--- config.mk ---
export PLATFORM = sky130hd
export DESIGN_NAME = mmio_hub
export DESIGN_NICKNAME = d
export VERILOG_FILES = /design/src/rtl/mmio_defs.sv /design/src/rtl/sync_fifo.sv /design/src/rtl/mmio_hub.sv
export SDC_FILE = /design/constraint.sdc
export NUM_CORES = 1
export LEC_CHECK = 0
export ABC_AREA = 1
export ABC_CLOCK_PERIOD_IN_PS = 3810
export BUFFER_PORTS_ARGS = -buffer_cell sky130_fd_sc_hd__buf_4
export CORE_ASPECT_RATIO = 2
export CORE_MARGIN = 3
export CORE_UTILIZATION = 50
export DETAILED_ROUTE_END_ITERATION = 8
export GPL_TIMING_DRIVEN = 1
export PLACE_DENSITY = 0.83
export SLEW_MARGIN = 20
export SYNTH_ARGS = -nofsm -noshare
export SYNTH_HDL_FRONTEND = slang
export SYNTH_HIERARCHICAL = 1
export SYNTH_SLANG_ARGS = --single-unit
--- constraint.sdc ---
create_clock -name clock -period 3.81 [get_ports clock]
set_clock_uncertainty 0.05 [all_clocks]
set_input_delay 0.381 -clock clock [delete_from_list [all_inputs] [get_ports clock]]
set_output_delay 0.381 -clock clock [all_outputs]
set_load 0.03 [all_outputs]
--- src/rtl/mmio_defs.sv ---
`default_nettype none
// ============================================================================
// Module   : mmio_defs (package)
// Purpose  : Register offsets and RX_STATUS bit layout of the MMIO hub.
//            Shared between the RTL and software-side tests.
// Revision : 1.0 - initial release
// ============================================================================
package mmio_defs;

  // Word offsets inside the 16-word MMIO window (address bits [3:0])
  localparam logic [3:0] OFF_BTN_STATE = 4'd0;
  localparam logic [3:0] OFF_BTN_EDGE  = 4'd1;
  localparam logic [3:0] OFF_RX_STATUS = 4'd2;
  localparam logic [3:0] OFF_RX_DATA   = 4'd3;
  localparam logic [3:0] OFF_GPIO      = 4'd4;
  localparam logic [3:0] OFF_TIMER     = 4'd5;

  // RX_STATUS bit positions
  localparam int RXS_NOT_EMPTY = 0;
  localparam int RXS_FULL      = 1;
  localparam int RXS_OVERFLOW  = 2;
  localparam int RXS_COUNT_LSB = 8;
  localparam int RXS_COUNT_MSB = 15;

  // Assemble the RX_STATUS word from its fields
  function automatic logic [31:0] rx_status_word(input logic       not_empty,
                                                 input logic       full,
                                                 input logic       overflow,
                                                 input logic [7:0] count);
    logic [31:0] w;
    w                              = '0;
    w[RXS_NOT_EMPTY]               = not_empty;
    w[RXS_FULL]                    = full;
    w[RXS_OVERFLOW]                = overflow;
    w[RXS_COUNT_MSB:RXS_COUNT_LSB] = count;
    return w;
  endfunction

endpackage
`default_nettype wire

--- src/rtl/sync_fifo.sv ---
`default_nettype none
// ============================================================================
// Module   : sync_fifo
// Purpose  : Single-clock FIFO with first-word fall-through output. A push
//            while full is accepted only when a pop happens in the same cycle.
// Revision : 1.0 - initial release
// ============================================================================
module sync_fifo #(
  parameter int WIDTH = 8,
  parameter int DEPTH = 16
) (
  input  logic                     clock,
  input  logic                     reset,
  input  logic                     push,
  input  logic [WIDTH-1:0]         din,
  input  logic                     pop,
  output logic [WIDTH-1:0]         dout,
  output logic                     full,
  output logic                     empty,
  output logic [$clog2(DEPTH):0]   count
);

  localparam int PW = $clog2(DEPTH);

  logic [WIDTH-1:0] mem [DEPTH];
  logic [PW-1:0]    wr_ptr;
  logic [PW-1:0]    rd_ptr;
  logic             do_push;
  logic             do_pop;

  assign full    = (count == (PW+1)'(DEPTH));
  assign empty   = (count == '0);
  assign do_pop  = pop & ~empty;
  assign do_push = push & (~full | do_pop);
  assign dout    = mem[rd_ptr];

  // Storage array; no reset needed since count gates visibility
  always_ff @(posedge clock) begin
    if (do_push) begin
      mem[wr_ptr] <= din;
    end
  end

  // Pointers wrap naturally (DEPTH is a power of two); count tracks occupancy
  always_ff @(posedge clock) begin
    if (reset) begin
      wr_ptr <= '0;
      rd_ptr <= '0;
      count  <= '0;
    end else begin
      if (do_push) wr_ptr <= wr_ptr + 1'b1;
      if (do_pop)  rd_ptr <= rd_ptr + 1'b1;
      if (do_push && !do_pop)      count <= count + 1'b1;
      else if (do_pop && !do_push) count <= count - 1'b1;
    end
  end

endmodule
`default_nettype wire

--- src/rtl/mmio_hub.sv ---
`default_nettype none
// ============================================================================
// Module   : mmio_hub
// Purpose  : Memory-mapped peripheral hub between the CPU data port and data
//            RAM. A 16-word window holds button, UART RX FIFO, GPIO and timer
//            registers; every other address passes through to RAM.
//            Define MMIO_HUB_TIMER_EN to build the TIMER register; without
//            it offset 5 reads 0 and ignores writes.
// Revision : 1.0 - initial release
// ============================================================================
module mmio_hub
  import mmio_defs::*;
#(
  parameter int                    ADDR_WIDTH = 12,
  parameter logic [ADDR_WIDTH-1:0] MMIO_BASE  = 12'hF00,
  parameter int                    NUM_BTN    = 5,
  parameter int                    FIFO_DEPTH = 16,
  parameter int                    GPIO_WIDTH = 16
) (
  input  logic                  clock,
  input  logic                  reset,
  input  logic [ADDR_WIDTH-1:0] addr,
  input  logic [31:0]           wdata,
  input  logic                  wen,
  input  logic                  ren,
  output logic [31:0]           rdata,
  input  logic [31:0]           ram_rdata,
  output logic                  ram_wen,
  input  logic [NUM_BTN-1:0]    btn,
  input  logic                  rx_valid,
  input  logic [7:0]            rx_byte,
  output logic [GPIO_WIDTH-1:0] gpio_out,
  output logic                  rx_overflow
);

  localparam int CW = $clog2(FIFO_DEPTH) + 1;

  // ---------------------------------------------------------------- decode
  logic       is_mmio;
  logic [3:0] offset;
  logic       mmio_wr;

  assign is_mmio = (addr[ADDR_WIDTH-1:4] == MMIO_BASE[ADDR_WIDTH-1:4]);
  assign offset  = addr[3:0];
  assign ram_wen = wen & ~is_mmio;
  assign mmio_wr = wen & is_mmio;

  // --------------------------------------------------------------- buttons
  logic [NUM_BTN-1:0] btn_s1;
  logic [NUM_BTN-1:0] btn_s2;
  logic [NUM_BTN-1:0] btn_prev;
  logic [NUM_BTN-1:0] btn_rise;
  logic [NUM_BTN-1:0] btn_edge;
  logic [NUM_BTN-1:0] btn_clr;

  assign btn_rise = btn_s2 & ~btn_prev;
  assign btn_clr  = (mmio_wr && offset == OFF_BTN_EDGE) ? wdata[NUM_BTN-1:0] : '0;

  // Two-flop synchroniser, edge detector, and sticky edge bits (set beats clear)
  always_ff @(posedge clock) begin
    if (reset) begin
      btn_s1   <= '0;
      btn_s2   <= '0;
      btn_prev <= '0;
      btn_edge <= '0;
    end else begin
      btn_s1   <= btn;
      btn_s2   <= btn_s1;
      btn_prev <= btn_s2;
      btn_edge <= (btn_edge & ~btn_clr) | btn_rise;
    end
  end

  // --------------------------------------------------------------- RX FIFO
  logic          fifo_push;
  logic          fifo_pop;
  logic [7:0]    fifo_dout;
  logic          fifo_full;
  logic          fifo_empty;
  logic [CW-1:0] fifo_count;
  logic          ovf_clr;

  assign fifo_pop  = ren & is_mmio & (offset == OFF_RX_DATA) & ~fifo_empty;
  assign fifo_push = rx_valid & (~fifo_full | fifo_pop);
  assign ovf_clr   = mmio_wr & (offset == OFF_RX_STATUS) & wdata[RXS_OVERFLOW];

  sync_fifo #(
    .WIDTH (8),
    .DEPTH (FIFO_DEPTH)
  ) u_rx_fifo (
    .clock (clock),
    .reset (reset),
    .push  (fifo_push),
    .din   (rx_byte),
    .pop   (fifo_pop),
    .dout  (fifo_dout),
    .full  (fifo_full),
    .empty (fifo_empty),
    .count (fifo_count)
  );

  // Sticky overflow: a byte arriving into a full FIFO with no pop is dropped
  always_ff @(posedge clock) begin
    if (reset) begin
      rx_overflow <= 1'b0;
    end else begin
      rx_overflow <= (rx_overflow & ~ovf_clr) | (rx_valid & fifo_full & ~fifo_pop);
    end
  end

  // ------------------------------------------------------------------ GPIO
  // GPIO output register
  always_ff @(posedge clock) begin
    if (reset) begin
      gpio_out <= '0;
    end else if (mmio_wr && offset == OFF_GPIO) begin
      gpio_out <= wdata[GPIO_WIDTH-1:0];
    end
  end

  // ----------------------------------------------------------------- TIMER
  logic [31:0] timer_val;

`ifdef MMIO_HUB_TIMER_EN
  logic [31:0] timer_q;

  // Free-running counter; a write counts as that cycle's tick, so the
  // value seen by a load in the next cycle is wdata+1
  always_ff @(posedge clock) begin
    if (reset) begin
      timer_q <= '0;
    end else if (mmio_wr && offset == OFF_TIMER) begin
      timer_q <= wdata + 32'd1;
    end else begin
      timer_q <= timer_q + 32'd1;
    end
  end

  assign timer_val = timer_q;
`else
  assign timer_val = '0;
`endif

  // ------------------------------------------------------------- read path
  logic [31:0] mmio_rd_data;
  logic [7:0]  count8;
  logic        sel_q;
  logic [31:0] mmio_q;

  // Count field is 8 bits wide; a full 256-deep FIFO wraps to 0 here
  assign count8 = 8'(fifo_count);

  // MMIO register read mux
  always_comb begin
    mmio_rd_data = '0;
    case (offset)
      OFF_BTN_STATE: mmio_rd_data = 32'(btn_s2);
      OFF_BTN_EDGE:  mmio_rd_data = 32'(btn_edge);
      OFF_RX_STATUS: mmio_rd_data = rx_status_word(~fifo_empty, fifo_full,
                                                   rx_overflow, count8);
      OFF_RX_DATA:   mmio_rd_data = fifo_empty ? 32'd0 : 32'(fifo_dout);
      OFF_GPIO:      mmio_rd_data = 32'(gpio_out);
      OFF_TIMER:     mmio_rd_data = timer_val;
      default:       mmio_rd_data = '0;
    endcase
  end

  // Register the MMIO read to match RAM's one-cycle synchronous read
  always_ff @(posedge clock) begin
    if (reset) begin
      sel_q  <= 1'b0;
      mmio_q <= '0;
    end else begin
      sel_q  <= is_mmio;
      mmio_q <= mmio_rd_data;
    end
  end

  assign rdata = sel_q ? mmio_q : ram_rdata;

  // Upper store-data bits are not needed by every register
  logic unused_ok;
  assign unused_ok = &{1'b0, wdata};

endmodule
`default_nettype wire

==> flow_summary.yaml <==
outcome:
  status: "complete, no violations"
logic_synthesis:
  avgSynthCellArea_um2: 9.228
  ys_warn_count: 6
  synth_enable_flop_cells: 128
  synthesis.area_um2: 8637
  async_reset_ff_share_pct: 0
  syn_inst: 936
  synth_nets: 1040
  ys_seq_area_share_pct: 60.96
  synth_cell_types: 32
  synth_ff_type: "edfxtp_1"
  ys_seq_elements: 199
timing:
  slew_viol_final: 0
  tns_ps: 0
  slew_headroom_pct: 47.41
  fmax_mhz: 318.7
  hold_violations: 0
  setup_viol: 0
  min_period_ps: 3138
  rsz0062_at_grt: "no"
  worst_pin_slew_ps: 788.9
  fin_crit_sh_pct: 82.36
layout:
  nets: 1174
  final_common_cell: "nand2_1"
  layout_common_cells: "242 x nand2_1, 154 x buf_4, 128 x edfxtp_1"
  final_layout_size_suffix_gt1_share_pct: 20.22
  n_antenna_cell: 0
  fin_area_um2: 10430
  area_growth_pct: 20.70
route:
  wl_um: 20440
  post-route-drc-count: 0
  drt_iter0_markers: 599
  vias: 6701
  routedWlPerCell_um: 15.84
  first_pass_iters: 6
  vias_per_cell: 5.195
  ant_nets: 0
min_path:
  holdPathEnd: "btn_s1[2]"
  hold_path_class: "input pin to flip-flop"
  holdCritStartpoint: "btn[2]"
  hold-path-cell-count: 3
critical_path:
  r2r-end: "u_rx_fifo/count[4]"
  crit_path_start: "u_rx_fifo/count[1]"
  worst_setup_path_end_kind: "flip-flop"
  reg2reg_from: "u_rx_fifo/count[1]"
  cp_data_arrival_time_ps: 3450
  cp.required_ps: 4130
  reg2reg_slack_ps: 670
  worst-path-max-fanout: 5
  crit_type: "flip-flop to flip-flop"
  start_kind: "flip-flop"
  rr_worst_depth: 19
floorplan:
  dieHeight_um: 191.9
  io_pins: 144
  die_area_um2: 18980
  row_count: 67
  fp.dieW_um: 98.94
  start_util_pct: 51.26
  coreArea_um2: 16850
clock_tree:
  ctsRootBufferMaster: "clkbuf_16"
  cts.path.max_buffers: 2
  worstSkewPairLatency_ps: 440
  clock-sinks: 199
  cts_tree: "done"
  postCtsHoldBufs: 0
  clk_pin_slew_ps: 70
  post_cts_buffers: 0
  h-tree-depth: 4
  cts_resized: 0
  cts_buffers: 17
pwr:
  p_leak_uw: 0.004461
  power.total_uw: 4637
  powerDensity_nw_per_um2: 444.8
  peakVddDrop_mv: 0.3608
grt:
  grt.overflow.total: 0
  antenna_found_initial: 0
  grt_pass1_wl_um: 32150
  grt_pass1_vias: 6617
  grt_start_max_net_pins: 75
  grt_usage_pct: 21.80
job:
  maxCapViolations: 0
placement:
  placed_cell_area_um2: 9854
  portBuffers: 127
  hpwl_um: 14270
  gp_congestion: 0.8576
[state kept, by name (all words and copies together) (netlist names), named ones only]
name,flops
mmio_q,16
btn_prev,5
u_rx_fifo/wr_ptr,4
btn_s1,5
sel_q,1
u_rx_fifo/mem,128
btn_s2,5
gpio_out,16
u_rx_fifo/rd_ptr,4
rx_overflow,1
u_rx_fifo/count,5
btn_edge,5
[worst max path at each step]
stage,depth (start not counted),endpoint
2_1_floorplan,19,u_rx_fifo/count[4]
3_3_place_gp,19,u_rx_fifo/count[4]
3_5_place_dp,19,u_rx_fifo/count[4]
4_1_cts,19,u_rx_fifo/count[4]
5_1_grt,19,u_rx_fifo/count[4]
6_report,19,u_rx_fifo/count[4]
[Yosys cell counts, drive strengths merged (4+ instances only)]
library cell,instances,area share [%]
a21oi,24,1.4
buf,22,1.6
clkbuf,17,0.74
dfxtp,71,16
edfxtp,128,45
ha,9,1.3
inv,114,5.0
mux2,16,2.1
nand2,245,11
nand3,73,4.3
nand4,12,0.94
nor2,131,5.8
nor3,21,1.3
o211ai,10,0.87
o21ai,31,1.8
xor2,4,0.41
[layer usage]
layer | global-route usage, % | wire length, µm | vias to the layer above
li1 | - | - | 3298
met1 | 22.16 | 7131 | 3115
met2 | 41.11 | 11460 | 233
met3 | 3.526 | 843 | 55
met4 | 12.41 | 1003 | 0
met5 | 0 | 0 | -
[where the power goes]
part	switching (µW)	internal, µW
Clock	797	917
Sequential	45.2	2360
Combinational	319	198
[area by class of cell]
cell class | instances | area (µm²)
Clock buffer | 18 | 429.2
Clock inverter | 14 | 141.4
Fill cell | 1290 | 6425
Inverter | 114 | 427.9
Multi-Input combinational cell | 584 | 2744
Sequential cell | 199 | 5268
Tap cell | 207 | 259.0
Timing Repair Buffer | 154 | 1156
[critical path, cell delays in order, from the launching register on]
cell,delay (ps)
dfxtp_1,460
nor2_2,110
nand3_1,130
inv_1,50
inv_1,80
nand2_1,70
nor2_2,120
nand3_1,150
a21boi_1,350
nand2_2,90
inv_1,110
ha_1,180
inv_1,110
ha_1,310
or2_2,320
nand2_1,70
nand2_1,50
nand2_1,60
nand2_1,50
a21oi_1,120
[metrics by stage]
stage | cells | hold WS (ps) | setup slack [ps] | util (%)
finish | 1290 | 95.65 | 671.9 | 61.87
global route | 1290 | 97.17 | 402.7 | 61.87
CTS | 1290 | 85.68 | 689.8 | 61.87
detailed placement | 1258 | 345.9 | 740.1 | 58.48
global placement | 1258 | 339.5 | 813.3 | 58.48
floorplan | 936 | 338.3 | 925.0 | -
[kinds of logic (layout without fill, tap and decap cells)]
group                      after synthesis  after routing  synth area share [%]
AOI/OAI and AO/OA                       68             68                 4.288
xor gates and xnor gates                 5              5                0.5070
adders and majority gates               10             10                 1.536
buffers and inverters                  153            300                 7.272
DFF                                    199            199                 60.96
muxes                                   16             16                 2.086
and+or+nand+nor                        485            485                 23.35
(Power assumes the default switching activity.)
